<file path="src/rtl/win_detector.sv">
// Sequential tic-tac-toe judge: snapshots both boards on check, scans the 8 lines
// one per clock, then reports win / draw / no result and holds it until newGame.
module win_detector (
    input  logic       CLK_100MHZ,
    input  logic       reset,
    input  logic       check,
    input  logic       newGame,
    input  logic [8:0] boardX,
    input  logic [8:0] boardO,
    output logic       incrementX,
    output logic       incrementO,
    output logic [1:0] winner,
    output logic [2:0] winLine,
    output logic       draw,
    output logic       gameOver,
    output logic       busy
);

    // state | meaning
    // IDLE  | waiting for check; result outputs are 0
    // SCAN  | testing line[cnt] against both shadow boards, one line per clock
    // EVAL  | single cycle: load result registers and pulse the winner's increment
    // DONE  | result held; check ignored until newGame
    typedef enum logic [1:0] {IDLE, SCAN, EVAL, DONE} state_t;

    state_t     state, state_next;
    logic [8:0] shadow_x, shadow_o;
    logic [2:0] cnt;
    logic       hit_x, hit_o;
    logic [2:0] line_x, line_o;
    logic [8:0] line_mask;
    logic       line_x_now, line_o_now, board_full;

    always_comb begin
        line_mask = 9'h000;
        case (cnt)
            3'd0: line_mask = 9'b000_000_111;
            3'd1: line_mask = 9'b000_111_000;
            3'd2: line_mask = 9'b111_000_000;
            3'd3: line_mask = 9'b001_001_001;
            3'd4: line_mask = 9'b010_010_010;
            3'd5: line_mask = 9'b100_100_100;
            3'd6: line_mask = 9'b100_010_001;
            3'd7: line_mask = 9'b001_010_100;
            default: line_mask = 9'h000;
        endcase
    end

    assign line_x_now = (shadow_x & line_mask) == line_mask;
    assign line_o_now = (shadow_o & line_mask) == line_mask;
    assign board_full = (shadow_x | shadow_o) == 9'h1FF;

    always_ff @(posedge CLK_100MHZ) begin
        if (!reset) state <= IDLE;
        else        state <= state_next;
    end

    always_comb begin
        state_next = state;
        case (state)
            IDLE:    if (check) state_next = SCAN;
            SCAN:    if (cnt == 3'd7) state_next = EVAL;
            EVAL:    state_next = (hit_x || hit_o || board_full) ? DONE : IDLE;
            DONE:    state_next = DONE;
            default: state_next = IDLE;
        endcase
        // newGame overrides everything, including a same-cycle check
        if (newGame) state_next = IDLE;
    end

    always_ff @(posedge CLK_100MHZ) begin
        if (!reset) begin
            shadow_x   <= 9'h000;
            shadow_o   <= 9'h000;
            cnt        <= 3'd0;
            hit_x      <= 1'b0;
            hit_o      <= 1'b0;
            line_x     <= 3'd0;
            line_o     <= 3'd0;
            winner     <= 2'b00;
            winLine    <= 3'd0;
            draw       <= 1'b0;
            incrementX <= 1'b0;
            incrementO <= 1'b0;
        end else begin
            incrementX <= 1'b0;
            incrementO <= 1'b0;
            if (newGame) begin
                hit_x   <= 1'b0;
                hit_o   <= 1'b0;
                winner  <= 2'b00;
                winLine <= 3'd0;
                draw    <= 1'b0;
            end else begin
                case (state)
                    IDLE: begin
                        if (check) begin
                            shadow_x <= boardX;
                            shadow_o <= boardO;
                            hit_x    <= 1'b0;
                            hit_o    <= 1'b0;
                            cnt      <= 3'd0;
                        end
                    end
                    SCAN: begin
                        cnt <= cnt + 3'd1;
                        // keep only the first line found for each player
                        if (line_x_now && !hit_x) begin
                            hit_x  <= 1'b1;
                            line_x <= cnt;
                        end
                        if (line_o_now && !hit_o) begin
                            hit_o  <= 1'b1;
                            line_o <= cnt;
                        end
                    end
                    EVAL: begin
                        if (hit_x) begin
                            winner     <= 2'b01;
                            winLine    <= line_x;
                            incrementX <= 1'b1;
                        end else if (hit_o) begin
                            winner     <= 2'b10;
                            winLine    <= line_o;
                            incrementO <= 1'b1;
                        end else if (board_full) begin
                            draw <= 1'b1;
                        end else begin
                            winner  <= 2'b00;
                            winLine <= 3'd0;
                            draw    <= 1'b0;
                        end
                    end
                    default: ;
                endcase
            end
        end
    end

    assign gameOver = (winner != 2'b00) || draw;
    assign busy     = (state == SCAN) || (state == EVAL);

endmodule

</file>
<file path="config.mk">
export PLATFORM = sky130hd
export DESIGN_NAME = win_detector
export DESIGN_NICKNAME = d
export VERILOG_FILES = /design/src/rtl/win_detector.sv
export SDC_FILE = /design/constraint.sdc
export NUM_CORES = 1
export LEC_CHECK = 0
export BUFFER_PORTS_ARGS = -buffer_cell sky130_fd_sc_hd__clkbuf_2
export CORE_ASPECT_RATIO = 0.8
export CORE_MARGIN = 4
export CORE_UTILIZATION = 35
export DETAILED_ROUTE_END_ITERATION = 10
export PLACE_DENSITY = 0.64
export SYNTH_ARGS = -nofsm -noshare
export SYNTH_HDL_FRONTEND = slang
export SYNTH_SLANG_ARGS = --single-unit
</file>
<file path="constraint.sdc">
create_clock -name CLK_100MHZ -period 2.66 [get_ports CLK_100MHZ]
set_input_delay 0.266 -clock CLK_100MHZ [delete_from_list [all_inputs] [get_ports CLK_100MHZ]]
set_output_delay 0.266 -clock CLK_100MHZ [all_outputs]
set_load 0.01 [all_outputs]
</file>
* Yosys cells after proc, flatten, opt, wreduce, memory -nomap -nowiden
Memories as Yosys holds them, arrays and structs flattened. A register that Yosys moved wholly into a read port is not among the register bits. Cells that the tools add are included.
Word-level totals: register bits after elaboration 39, bits in read-only memories 72, input bits 22, output and inout bits 10, memories kept 1
Operators by class: add/subtract/negate cells 1, equal/unequal tests 12, muxes and demuxes 22, bitwise operators 8, reduce and logical (&&, ||, !) cells 23
Memories:
- (name not given) | depth 8, width 9, read ports 1, clocked after memory_dff 1, wr ports 0, line 36 | case (cnt)
Operators with widths (count):
- $reduce_and A3 Y1 | 7
- $and A9 B9 Y9 | 2
- $eq A9 B9 Y1 | 2
- $mux W3 | 6
- $mux W2 | 6
- $eq A9 B9 Y1 const B | 1
- $or A9 B9 Y9 | 1
- $ne A2 B2 Y1 const B | 4
- $pmux W2 S4 | 1
- $mux W1 | 6
- $pmux W3 S2 | 1
- $not A1 Y1 | 5
- $eq A2 B2 Y1 const B | 2
- $logic_or A1 B1 Y1 | 4
- $pmux W1 S2 | 2
- $reduce_and A2 Y1 | 2
- $reduce_bool A2 Y1 | 2
- $reduce_or A4 Y1 | 1
- $add A3 B1 Y3 const B | 1
- $eq A3 B3 Y1 const B | 1
- $ne A3 B3 Y1 const B | 1
- $reduce_or A3 Y1 | 1
- $eq A2 B1 Y1 const B | 1
- $logic_and A1 B1 Y1 | 2
- other kinds (3) | 4

* Depth between registers and ports, before layout
depth after elaboration 5, mapped depth 9, gate-level depth less buffers 9

* Worst setup path before layout
Ideal clock, no wire load.
kind register to register, start reg state[0], end reg, netlist name line_mask[6], arrival 2099 ps, required time 2538 ps, path slack 439 ps, stages on the path, launching flop included 10, cells stage by stage dfxtp_1 > inv_1 > ha_1 > nor2b_1 > or3_1 > mux2_2 > and2_1 > ha_1 > a21o_1 > o311a_1
Between the ends: word-level cells in the longest chain between the ends 5, elaborated cells between the ends (all ways) 8
RTL lines:
- from (decl) | line 26 | state_t state, state_next;
- from (signal assigned) | line 55 | else state <= state_next;
- $eq A2 B1 Y1 / $logic_not A2 Y1 (equally long branches) | line 95 | case (state)
- $reduce_bool A2 Y1 (no source line) / $ne A2 B2 Y1 (equally long branches)
- $reduce_and A3 Y1 (no source line)
- $mux W3 (no source line) * (2 in a row)
Every way passes the cells marked *; elsewhere a longest branch is shown, timed or not. A chain may end at the register's enable or synchronous reset.

* Worst setup path in the final report
start reg state[0], end reg, netlist name line_mask[6]
Between the ends: word-level cells in the longest chain between the ends 5, elaborated cells between the ends (all ways) 8
RTL lines (line):
- $eq A2 B1 Y1 / $logic_not A2 Y1 (equally long branches) | 95
- $reduce_bool A2 Y1 (no source line) / $ne A2 B2 Y1 (equally long branches)
- $reduce_and A3 Y1 (no source line)
- $mux W3 (no source line) * (2 in a row)
Marks and branches as above.

==> reports/qor.yml <==
syn_inst: 263
io_pins: 32
clk_path_buf_depth: 2
insertion_delay_ps: 300
die_h_um: 78.9
setup_violations: 0
p_seq_frac: 0.601
drv_cap: 0
period_needed_ps: 2400
cts_inserted_buffers: 5
htreeDepth: 2
max_stage_delay_ps: 400
vias: 1817
fin_crit_sh: 0.902
fin_worst_skew_ps: 7.59
final_antenna_net_count: 0
fin_tns_setup_ps: 0
worstPathArrival_ps: 2580
min_path_type: "input port to register"
p_per_area_nw_per_um2: 501
yosys.cell_types.count: 38
fp.coreArea_um2: 6010
drc_errors: 0
synth-compound-area-share: 0.156
dp_slack_ps: 291
final_nets: 325
critPathMaxFanout: 5
grt_pass1_wl_mm: 8.27
crit_chain: "inv_1 -> ha_1 -> nor2b_1 -> or3_1 -> mux2_2 -> and2_1 -> ha_1 -> a21o_1 -> o311a_1"
syn_avg_cell_area_um2: 8.36
peakVddDrop_v: 0.000174
cp-start-kind: "register"
synthMuxAreaShare: 0.0660
setup_ws_ps: 261
synth-xor-area-share: 0
wirelength_mm: 4.88
clkTransAtPathRegs_ps: 80
synth-simple-area-share: 0.230
drt_iter0_drc: 84
overflow: 0
p_sw_frac: 0.242
critPathMostFrequentCell: "ha_1"
hold_viol: 0
p_int_uw: 947
start_util: 0.366
viasPerCell: 4.91
yosysSeqAreaShare: 0.437
syn-cell-area_um2: 2200
pwr-share-clk: 0.314
synth_adder_area_share: 0.0683
p_sw_uw: 302
max_freq_mhz: 417
cp-end-kind: "register"
grt_pass1_vias: 1716
yosysWarnings: 0
root_buffer: "clkbuf_8"
finalMaxSlewViolations: 0
wl_per_cell_um: 13.2
cts_resized: 0
synth_edf_count: 0
ctsHoldBuffers: 0
status: "finished, final reports clean"
worst_slew_pin_slew_ps: 1080
hold_ws_ps: 184
nFillCells: 637
rsz0062_at_grt: "no"
r2r_slack_ps: 260
rows: 25
comb_power_share: 0.085
cts.sinks: 48
ys_async_sr_fraction: 0
syn_to_final_growth_pct: 13.3
dp_hpwl_mm: 3.75
grt_max_degree: 21
post_route_cells_drive_above_1_share: 0.145
die-width_um: 96.6
ys_ff_latch: 48
dr.pass1.iters: 4
maxSlewHeadroom: 0.275
critPathSlowestCell: "dfxtp_1"
crit_required_ps: 2850
critical_path_class: "register to register"
antenna_found_initial: 0
diodes: 0
synth_fp_nets: 297
p_leak_uw: 0.00100
postCtsSetupRepairBufs: 0
synth_top_family_by_area: "simple AND/OR/NAND/NOR gates"
cts_tree: "yes"
grt_use_total: 0.133
synth_flop_cell: "dfxtp_1"
die_area_um2: 7620
port_buffers: 31
gp_congestion: 0.857
## synth_stat cells (2+ instances only)
cell type | instances | share of area
mux2i_1 | 10 | 0.046
nand3_1 | 4 | 0.0091
ha_1 | 12 | 0.068
o22ai_1 | 4 | 0.011
inv_1 | 14 | 0.024
a41oi_1 | 3 | 0.012
or3_1 | 2 | 0.0057
nand2_1 | 62 | 0.11
a2111oi_0 | 4 | 0.016
and2_1 | 4 | 0.011
nor2b_1 | 13 | 0.037
o21ai_0 | 5 | 0.011
mux2_2 | 4 | 0.020
nand4_1 | 4 | 0.011
clkbuf_1 | 11 | 0.019
dfxtp_1 | 48 | 0.44
and4_1 | 2 | 0.0080
a21oi_1 | 26 | 0.059
nor3_1 | 4 | 0.0091
nor2_1 | 8 | 0.014
and3_1 | 2 | 0.0057
## power by group through the flow
stage | sequential (uW) | clock, uW | combinational [uW]
3_3_place_gp | 767 | 0 | 105
3_5_place_dp | 767 | 0 | 106
4_1_cts | 750 | 400 | 107
2_1_floorplan | 762 | 0 | 70.9
6_report | 751 | 392 | 106
5_1_grt | 753 | 432 | 120
## cell type report
cell class	count	area, um2	area share
Sequential cell	48	961	0.386
Inverter	14	52.6	0.0211
Timing Repair Buffer	32	163	0.0653
Tap cell	81	101	0.0407
Clock buffer	5	68.8	0.0276
Multi-Input combinational cell	190	1140	0.460
## stage by stage
stage                      util  area, um2  power (uW)  cells
after global routing      0.415       2490        1310    370
after global placement    0.403       2420         872    365
after floorplan               -       2200         833    263
final                     0.415       2490        1250    370
after detailed placement  0.403       2420         874    365
after CTS                 0.415       2490        1260    370
## registers in the layout, indices dropped and copies added, names as in the netlist
signal	flops
shadow_x	9
line_x	3
hit_x	1
line_o	3
cnt	3
state	2
draw	1
winner	2
line_mask	9
hit_o	1
shadow_o	9
incrementX	1
winLine	3
incrementO	1
## critical path, delay by kind of cell (launching register included)
| kind | cells | cell delay [ps] |
|---|---|---|
| simple gates | 3 | 740 |
| fa+ha+maj | 2 | 460 |
| flops | 1 | 400 |
| mux | 1 | 310 |
| compound gates | 2 | 270 |
| buf+inv | 1 | 100 |
## routing by layer
| metal | up-vias | wire, um | track usage |
|---|---|---|---|
| met2 | 36 | 2010 | 0.198 |
| li1 | 957 | - | - |
| met1 | 817 | 2620 | 0.185 |
| met4 | 0 | 66 | 0.0477 |
| met5 | - | 0 | 0 |
| met3 | 7 | 185 | 0.0351 |
## placed cells by master (no fill, tap or decap), types with 5 or more instances in the layout
cell	synthesis	final
nand2_1	62	62
dfxtp_1	48	48
clkbuf_2	0	31
a21oi_1	26	26
inv_1	14	14
nor2b_1	13	13
ha_1	12	12
mux2i_1	10	10
nor2_1	8	8
o21ai_0	5	5
clkbuf_8	0	5
## cells by family after synthesis
family	after synthesis
compound gates	55
mux	14
simple gates	109
buf+inv	25
flops	48
fa+ha+maj	12
## final timing paths
path                                start                  endpoint  depth (start not counted)
hold / removal                  boardO[3]  shadow_o[3]$_SDFFE_PN0P_                          3
setup reg to reg    state[0]$_SDFFE_PP0P_      line_mask[6]$_DFF_P_                          9
setup / recovery    state[0]$_SDFFE_PP0P_      line_mask[6]$_DFF_P_                          9
hold reg to reg   winLine[2]$_SDFFE_PP0P_   winLine[2]$_SDFFE_PP0P_                          2
Power figures use the tool's default switching activity.
